===== src/rtl/uart_rx_pkg.sv =====
// Shared types and defaults for the UART receiver.
package uart_rx_pkg;

    typedef enum logic [2:0] {
        IDLE,
        START,
        DATA,
        PARITY,
        STOP,
        BREAK
    } rx_state_t;

    localparam int unsigned DEFAULT_CLKS_PER_BIT = 16;

endpackage


===== src/rtl/uart_rx_if.sv =====
// Byte-side valid/ready port of the UART receiver plus its error pulses.
// UART_RX_PARITY_EN adds the parity_err pulse.
interface uart_rx_if #(
    parameter int unsigned DATA_BITS = 8
);
    logic [DATA_BITS-1:0] rx_data;
    logic                 rx_valid;
    logic                 rx_ready;
    logic                 frame_err;
    logic                 overrun;
`ifdef UART_RX_PARITY_EN
    logic                 parity_err;

    modport master (output rx_data, rx_valid, frame_err, overrun, parity_err, input rx_ready);
    modport slave  (input rx_data, rx_valid, frame_err, overrun, parity_err, output rx_ready);
`else
    modport master (output rx_data, rx_valid, frame_err, overrun, input rx_ready);
    modport slave  (input rx_data, rx_valid, frame_err, overrun, output rx_ready);
`endif
endinterface


===== src/rtl/uart_rx_sync_ff.sv =====
// Multi-stage flop synchroniser for an asynchronous single-bit input.
module uart_rx_sync_ff #(
    parameter int unsigned STAGES    = 2,
    parameter bit          RESET_VAL = 1'b1
) (
    input  logic clk,
    input  logic reset,
    input  logic d,
    output logic q
);

    logic [STAGES-1:0] ff;

    always_ff @(posedge clk) begin
        if (reset) ff <= {STAGES{RESET_VAL}};
        else       ff <= {ff[STAGES-2:0], d};
    end

    assign q = ff[STAGES-1];

endmodule


===== src/rtl/uart_rx.sv =====
// UART receiver: synchronised line, mid-bit sampling, stop check, valid/ready byte output.
// Optional parity stage and parity_err pulse when UART_RX_PARITY_EN is defined.
module uart_rx
    import uart_rx_pkg::*;
#(
    parameter int unsigned CLKS_PER_BIT = DEFAULT_CLKS_PER_BIT,
    parameter int unsigned DATA_BITS    = 8,
    parameter int unsigned SYNC_STAGES  = 2
`ifdef UART_RX_PARITY_EN
    ,
    parameter bit          PARITY_ODD   = 1'b0
`endif
) (
    input  logic     clk,
    input  logic     reset,
    input  logic     serial_i,
    uart_rx_if.master rx
);

    localparam int unsigned TMR_W = $clog2(CLKS_PER_BIT);
    localparam int unsigned IDX_W = (DATA_BITS > 1) ? $clog2(DATA_BITS) : 1;
    localparam logic [TMR_W-1:0] HALF_LOAD = TMR_W'(CLKS_PER_BIT / 2 - 1);
    localparam logic [TMR_W-1:0] FULL_LOAD = TMR_W'(CLKS_PER_BIT - 1);
    localparam logic [IDX_W-1:0] LAST_IDX  = IDX_W'(DATA_BITS - 1);

    logic                 line_s;
    rx_state_t            state, state_nx;
    logic [TMR_W-1:0]     timer, timer_nx;
    logic [IDX_W-1:0]     bit_idx, bit_idx_nx;
    logic [DATA_BITS-1:0] shift_reg, shift_nx;
    logic                 done, done_nx;
    logic                 ferr_nx;
    logic                 load_c;
`ifdef UART_RX_PARITY_EN
    logic                 par_bit, par_nx;
    logic                 parity_bad_c;
`endif

    uart_rx_sync_ff #(.STAGES(SYNC_STAGES), .RESET_VAL(1'b1)) u_sync (
        .clk   (clk),
        .reset (reset),
        .d     (serial_i),
        .q     (line_s)
    );

    always_ff @(posedge clk) begin
        if (reset) state <= IDLE;
        else       state <= state_nx;
    end

    // Next state, bit timer, shift register and stop-bit verdict
    always_comb begin
        state_nx   = state;
        timer_nx   = timer;
        bit_idx_nx = bit_idx;
        shift_nx   = shift_reg;
        done_nx    = 1'b0;
        ferr_nx    = 1'b0;
`ifdef UART_RX_PARITY_EN
        par_nx     = par_bit;
`endif
        case (state)
            IDLE: begin
                if (!line_s) begin
                    state_nx = START;
                    timer_nx = HALF_LOAD;
                end
            end
            START: begin
                if (timer == '0) begin
                    if (!line_s) begin
                        state_nx   = DATA;
                        timer_nx   = FULL_LOAD;
                        bit_idx_nx = '0;
                    end else begin
                        state_nx = IDLE;
                    end
                end else begin
                    timer_nx = timer - TMR_W'(1);
                end
            end
            DATA: begin
                if (timer == '0) begin
                    shift_nx = {line_s, shift_reg[DATA_BITS-1:1]};
                    timer_nx = FULL_LOAD;
                    if (bit_idx == LAST_IDX) begin
`ifdef UART_RX_PARITY_EN
                        state_nx = PARITY;
`else
                        state_nx = STOP;
`endif
                    end else begin
                        bit_idx_nx = bit_idx + IDX_W'(1);
                    end
                end else begin
                    timer_nx = timer - TMR_W'(1);
                end
            end
`ifdef UART_RX_PARITY_EN
            PARITY: begin
                if (timer == '0) begin
                    par_nx   = line_s;
                    timer_nx = FULL_LOAD;
                    state_nx = STOP;
                end else begin
                    timer_nx = timer - TMR_W'(1);
                end
            end
`endif
            STOP: begin
                if (timer == '0) begin
                    if (line_s) begin
                        done_nx  = 1'b1;
                        state_nx = IDLE;
                    end else begin
                        ferr_nx  = 1'b1;
                        state_nx = BREAK;
                    end
                end else begin
                    timer_nx = timer - TMR_W'(1);
                end
            end
            BREAK: begin
                if (line_s) state_nx = IDLE;
            end
            default: state_nx = IDLE;
        endcase
    end

    // A finished byte loads only if the output slot is free or being drained this cycle
    assign load_c = done && (!rx.rx_valid || rx.rx_ready);
`ifdef UART_RX_PARITY_EN
    assign parity_bad_c = ((^shift_reg) ^ par_bit) != PARITY_ODD;
`endif

    always_ff @(posedge clk) begin
        if (reset) begin
            timer        <= '0;
            bit_idx      <= '0;
            shift_reg    <= '0;
            done         <= 1'b0;
            rx.rx_data   <= '0;
            rx.rx_valid  <= 1'b0;
            rx.frame_err <= 1'b0;
            rx.overrun   <= 1'b0;
`ifdef UART_RX_PARITY_EN
            par_bit       <= 1'b0;
            rx.parity_err <= 1'b0;
`endif
        end else begin
            timer        <= timer_nx;
            bit_idx      <= bit_idx_nx;
            shift_reg    <= shift_nx;
            done         <= done_nx;
            rx.frame_err <= ferr_nx;
            rx.overrun   <= done && rx.rx_valid && !rx.rx_ready;
            if (load_c) begin
                rx.rx_data  <= shift_reg;
                rx.rx_valid <= 1'b1;
            end else if (rx.rx_ready) begin
                rx.rx_valid <= 1'b0;
            end
`ifdef UART_RX_PARITY_EN
            par_bit       <= par_nx;
            rx.parity_err <= (done || ferr_nx) && parity_bad_c;
`endif
        end
    end

endmodule


===== src/flat_wrapper.sv =====
// flat-port wrapper written by rule: the top's interface ports become plain ports
module uart_rx_flat import uart_rx_pkg::*;
#(
    parameter int unsigned CLKS_PER_BIT = DEFAULT_CLKS_PER_BIT,
    parameter int unsigned DATA_BITS    = 8,
    parameter int unsigned SYNC_STAGES  = 2

)
  (clk, reset, serial_i, rx_rx_data, rx_rx_valid, rx_frame_err, rx_overrun, rx_rx_ready);
  uart_rx_if #(.DATA_BITS(DATA_BITS)) rx_i ();
  input  logic clk;
  input  logic reset;
  input  logic serial_i;
  output wire logic [$bits(rx_i.rx_data)-1:0] rx_rx_data;
  output wire logic [$bits(rx_i.rx_valid)-1:0] rx_rx_valid;
  output wire logic [$bits(rx_i.frame_err)-1:0] rx_frame_err;
  output wire logic [$bits(rx_i.overrun)-1:0] rx_overrun;
  input wire logic [$bits(rx_i.rx_ready)-1:0] rx_rx_ready;
  assign rx_rx_data = rx_i.rx_data;
  assign rx_rx_valid = rx_i.rx_valid;
  assign rx_frame_err = rx_i.frame_err;
  assign rx_overrun = rx_i.overrun;
  assign rx_i.rx_ready = rx_rx_ready;
  uart_rx #(.CLKS_PER_BIT(CLKS_PER_BIT), .DATA_BITS(DATA_BITS), .SYNC_STAGES(SYNC_STAGES)) u_core (.clk(clk), .reset(reset), .serial_i(serial_i), .rx(rx_i));
endmodule

===== config.mk =====
export PLATFORM = sky130hd
export DESIGN_NAME = uart_rx_flat
export DESIGN_NICKNAME = d
export VERILOG_FILES = /design/src/rtl/uart_rx_pkg.sv /design/src/rtl/uart_rx_if.sv /design/src/rtl/uart_rx_sync_ff.sv /design/src/rtl/uart_rx.sv /design/src/flat_wrapper.sv
export SDC_FILE = /design/constraint.sdc
export NUM_CORES = 1
export LEC_CHECK = 0
export CAP_MARGIN = 40
export CORE_MARGIN = 5
export CORE_UTILIZATION = 38
export DETAILED_ROUTE_END_ITERATION = 12
export SETUP_SLACK_MARGIN = 0.5
export SLEW_MARGIN = 20
export SYNTH_ARGS = -nofsm -noshare
export SYNTH_HDL_FRONTEND = slang
export SYNTH_SLANG_ARGS = --single-unit

===== constraint.sdc =====
create_clock -name clk -period 1.62 [get_ports clk]
set_input_delay 0.243 -clock clk [delete_from_list [all_inputs] [get_ports clk]]
set_output_delay 0.243 -clock clk [all_outputs]
set_load 0.02 [all_outputs]

# Yosys cells after proc, flatten, opt, wreduce, memory -nomap -nowiden
# Index checks and enable logic that the tools add are counted.
[word_totals] regBits=32 ram_bits=0 input_bits=4 latchBits=0 elab_cells=69 mem_count=0 romBits=0
[classes] addsub=2 reduce_logical=16 bitwise=2 mux=24 shifts=0 n_eq_ne=15 div=0 n_lt_le_gt_ge=0 n_mul=0
[op_table] op="2-to-1 mux 3 bit" count=11
[op_table] op="2-to-1 mux 4 bit" count=5
[op_table] op="one-hot mux 4 bit (4 select lines)" count=1
[op_table] op="one-hot mux 3 bit (5 select lines)" count=1
[op_table] op="inequality test 2 bit (second input constant)" count=5
[op_table] op="equality test 3 bit (second input constant)" count=3
[op_table] op="inequality test 2 x 1 -> 1 bit (second input constant)" count=4
[op_table] op="one-hot mux 3 bit (2 select lines)" count=1
[op_table] op="AND reduction 6 bit" count=1
[op_table] op="AND reduction 5 bit" count=1
[op_table] op="logical NOT 4 bit" count=1
[op_table] op="2-to-1 mux 1 bit" count=4
[op_table] op="AND reduction 4 bit" count=1
[op_table] op="nonzero test 2 bit" count=2
[op_table] op="nonzero test 4 bit" count=1
[op_table] op="subtractor 4 x 1 -> 4 bit (second input constant)" count=1
[op_table] op="adder 3 x 1 -> 3 bit (second input constant)" count=1
[op_table] op="equality test 3 x 1 -> 1 bit (second input constant)" count=1
[op_table] op="equality test 3 x 2 -> 1 bit (second input constant)" count=1
[op_table] op="logical AND 1 bit" count=3
[op_table] op="logical NOT 3 bit" count=1
[op_table] op="inequality test 3 bit (second input constant)" count=1
[op_table] op="OR reduction 3 bit" count=1
[op_table] op="logical NOT 1 bit" count=2
[op_table] op="4 further kinds" count=5

# Longest topological paths before layout
[depth] depth_word=4 ltp_mapped=7 ltp_nobuf=6

# Cells and area by module
# A second synthesis with hierarchy kept.
[hier_totals] hier_cells=149 hier_area_um2=1382.6
[modules_own_cells] mod="uart_rx" area_each_um2=1330.0 seq_area_each_um2=600.6 instances=1 cells_each=145
[modules_own_cells] mod="uart_rx_sync_ff" area_each_um2=52.6 seq_area_each_um2=40.0 instances=1 cells_each=4

# Worst setup path after synthesis
# No wires, ideal clock.
[synth_path] path_kind="reg-to-reg" start="register u_core.timer[0]" end="register u_core.timer[3]" setup_time_ns=0.116 path_slack_ns=-0.078 period_less_slack_ns=1.698 path_buffers=1 stages_incl_launch_ff=7 t_arrival_ns=1.583 cell_sequence="dfxtp_1 inv_1 ha_1 or3b_1 buf_6 a2111o_1 and3_1"
[synth_via] elab_chain_len=3
[synth_lines] element="start: declaration" line="uart_rx.sv:28" text="logic [TMR_W-1:0] timer, timer_nx;"
[synth_lines] element="start signal: assignment" line="uart_rx.sv:151" text="timer <= timer_nx;"
[synth_lines] element="subtractor 4 x 1 -> 4 bit / logical NOT 4 bit (equally long branches)"
[synth_lines] element="2-to-1 mux 4 bit, or another cell as far along" line="uart_rx.sv:111" text="if (timer == '0) begin"
[synth_lines] element="one-hot mux 4 bit (4 select lines) / AND reduction 4 bit (equally long branches)"
# Parallel ways exist; a longest one is shown, timed or not. The select of a mux whose other input is x is not followed.
# A chain may end at the register's enable or synchronous reset.

# Worst setup path in the final report
[layout_path] start="register u_core.timer[1]" end="register u_core.timer[3]"
# The elaborated chain is that of the path after synthesis.

==> summary.md <==
| Metric | Value |
|---|---|
| Final Skew | `0.004281 ns` |
| Max Transition Viols Final | `0` |
| Status | `completed` |
| Drt first-iter violations | `97` |
| GR Util met2 | `21.84%` |
| Fillers | `342` |
| CTS Buffer Depth | `2` |
| PortBufs | `14` |
| Initial core utilization | `39.65%` |
| Avg Vias per Cell | `5.473` |
| Post-synth top flop | `dfxtp_1` |
| Global placement routability congestion | `0.8164` |
| Clk Latency, worst-skew pair | `0.29 ns` |
| Unrepaired setup endpoints after global routing | `true` |
| Area growth syn-to-layout | `40.46%` |
| TritonCTS Buffers | `5` |
| Layout cells sized above 1 | `45.03%` |
| Max stage delay on crit path | `0.43 ns` |
| Dpl ws | `0.002465 ns` |
| Crit Path Class | `reg2reg` |
| CTS tree | `yes` |
| Placed Cells | `223` |
| Internal | `1.602 mW` |
| Global Route Usage Sum | `13.54%` |
| Clock power share | `33.2%` |
| Core Area | `3689 um^2` |
| Total grt overflow | `0` |
| Global-route wire length before repair | `5595 um` |
| Net Switching | `0.6587 mW` |
| Comb pwr share | `28.4%` |
| Final hold violation count | `0` |
| Antenna viol nets, final | `0` |
| Crit share post-route | `98.63%` |
| Switching Fraction | `29.14%` |
| Vias in the first global route | `1,225` |
| I/O pin count | `15` |
| Seq/Total Area, Yosys | `43.80%` |
| WP data required | `1.80 ns` |
| Clock period minus worst slack | `1.598 ns` |
| Top Family by Delay on Critical Path | `simple AND/OR/NAND/NOR gates` |
| Initial DRT Pass Iterations | `5` |
| Leak Pwr | `0.8222 nW` |
| Die H | `72.04 um` |
| Final Non-Filler Cells | `239` |
| Final number of setup-violating endpoints | `0` |
| Setup TNS | `0 ns` |
| CP Buf/Inv Count | `1` |
| #FFs+latches synth | `32` |
| Synth Area per Inst | `9.436 um^2` |
| Max_slew headroom | `73.55%` |
| Post-synthesis async set-or-reset flop share | `0%` |
| Type of the tightest min-delay check | `in2reg` |
| Via count | `1,308` |
| Die W | `72.04 um` |
| Die area | `5190 um^2` |
| Post-route DRC | `0` |
| Routed WL | `3292 um` |
| Wire per inst | `13.77 um` |
| Met1 Use GR | `17.08%` |
| Worst-Margin Slew | `0.3967 ns` |
| # rows | `22` |
| Critical-path cell list | `inv_2 -> ha_4 -> or3b_4 -> a2111o_1 -> and3_1` |
| Worst-path clk slew | `0.07 ns` |
| H-Tree Depth | `2` |
| Crit path max fanout | `7` |
| Max Fclk | `625.8 MHz` |
| GRT busiest layer | `met2` |
| Crit. End Element | `flop` |
| Initial antenna violation count | `0` |
| Synthesized Nets | `162` |
| Clk root buf | `clkbuf_8` |
| Mapped Cells | `155` |
| Fin nets | `197` |
| Met3 Use GR | `3.601%` |
| Power density of the placed cells | `1100 nW/um^2` |
| DP HPWL | `2094 um` |
| EDFF count, synth | `0` |
| Inserted Diodes | `0` |
| Sequential share of power | `38.4%` |
| CTS Sinks | `32` |
| Worst vdd rail ir drop | `544.9 uV` |
| Ys Warns | `0` |
| Largest net degree at the start of global routing | `32` |
| Max Cap Violations | `0` |
| Slowest CP cell | `or3b_4` |
| CP Launch Type | `flop` |
| WP data arrival | `1.78 ns` |
| Post-synthesis cell area | `1463 um^2` |
| Final worst slack | `0.02215 ns` |
| Unique cell type count in the Yosys netlist | `42` |
-- layout make-up --
cell class / instances / area [um^2] / share of cell area (%)
flip-flops and latches: 32 / 661.9 / 32.22
multi-input cells: 109 / 893.4 / 43.48
inverters: 5 / 18.77 / 0.9135
clock inverters: 3 / 42.54 / 2.071
repair buffers: 37 / 309.0 / 15.04
clock buffers: 5 / 68.82 / 3.350
well taps: 48 / 60.06 / 2.923
-- layout by cell type (no fill, tap or decap), drive strengths merged, types with 3 or more instances in the layout --
cell type and count:
nor3b 5, a211oi 3, o21ai 5, clkbuf 5
dfxtp 32, a311oi 4, ha 3, nor2 12
a2111oi 3, inv 5, nand3 9, nor4 3
nand2 14, buf 34, or2 3, a21oi 18
mux2i 9
-- final timing paths --
kind                            cells after the start  slack, ns                             end                           start
worst min-delay path                                2       0.25    u_core.rx.overrun$_SDFF_PP0_                     rx_rx_ready
worst min register to register                      1       0.41  u_core.u_sync.ff[1]$_SDFF_PP1_  u_core.u_sync.ff[0]$_SDFF_PP1_
worst max-delay path                                5       0.02    u_core.timer[3]$_SDFFE_PP0P_    u_core.timer[1]$_SDFFE_PP0P_
worst max register to register                      5       0.02    u_core.timer[3]$_SDFFE_PP0P_    u_core.timer[1]$_SDFFE_PP0P_
-- kinds of logic (layout without fill, tap and decap cells) --
group | after synthesis | after routing | share of synthesized area, %
fa+ha+maj | 3 | 3 | 2.567
flops | 32 | 32 | 43.80
simple gates | 55 | 55 | 21.73
compound gates | 41 | 41 | 20.45
xor+xnor | 1 | 1 | 0.5989
buf+inv | 14 | 50 | 4.705
mux | 9 | 9 | 6.159
-- power groups by stage --
stage	logic [mW]	registers (mW)	clock network, mW
after CTS	0.581	0.860	0.777
after global routing	0.696	0.874	0.807
after detailed placement	0.467	0.876	0
after floorplan	0.343	0.867	0
after global placement	0.456	0.875	0
final	0.643	0.868	0.750
-- cell usage after synthesis, drive strengths merged (3+ instances only) --
master / count / area (um^2)
buf: 6 / 38.79
nor3b: 5 / 63.82
nor4: 3 / 18.77
a2111oi: 3 / 26.28
a21oi: 18 / 93.84
inv: 5 / 18.77
nand2: 14 / 52.55
ha: 3 / 37.54
dfxtp: 32 / 640.6
a211oi: 3 / 32.53
clkbuf: 3 / 11.26
a311oi: 4 / 41.29
nand3: 9 / 45.04
nor2: 12 / 45.04
or2: 3 / 18.77
o21ai: 5 / 32.53
mux2i: 9 / 90.09
-- worst register-to-register path, delay by kind of cell, from the launching register on --
kind                       cells  cell delay (ns)
and+or+nand+nor                2             0.57
AOI/OAI and AO/OA              1             0.41
DFF                            1             0.32
adders and majority gates      1             0.14
buffers and inverters          1             0.06
-- stage by stage --
stage | area (um^2) | util [%] | hold WS (ns) | total power [mW]
global placement | 1807 | 48.98 | 0.3924 | 1.331
CTS | 2014 | 54.61 | 0.4191 | 2.218
global route | 2054 | 55.70 | 0.2813 | 2.376
detailed placement | 1807 | 48.98 | 0.4026 | 1.343
floorplan | 1538 | - | 0.3223 | 1.210
finish | 2054 | 55.70 | 0.2530 | 2.261
-- repair_timing --
item	4_1_cts	5_1_grt
pin swaps	7	6
hold buffers	0	0
buffers inserted	7	1
setup endpoints to repair	39	30
resized for setup	58	18
-- routing by layer --
metal  up-vias  routed length, um  part of all wire [%]
met5         -                  0                     0
met4         0                 70                   2.1
met3         9                200                   6.1
met2        35               1594                    48
met1       621               1427                    43
li1        643                  -                     -
Note: power is estimated with default switching activity, not from simulation.
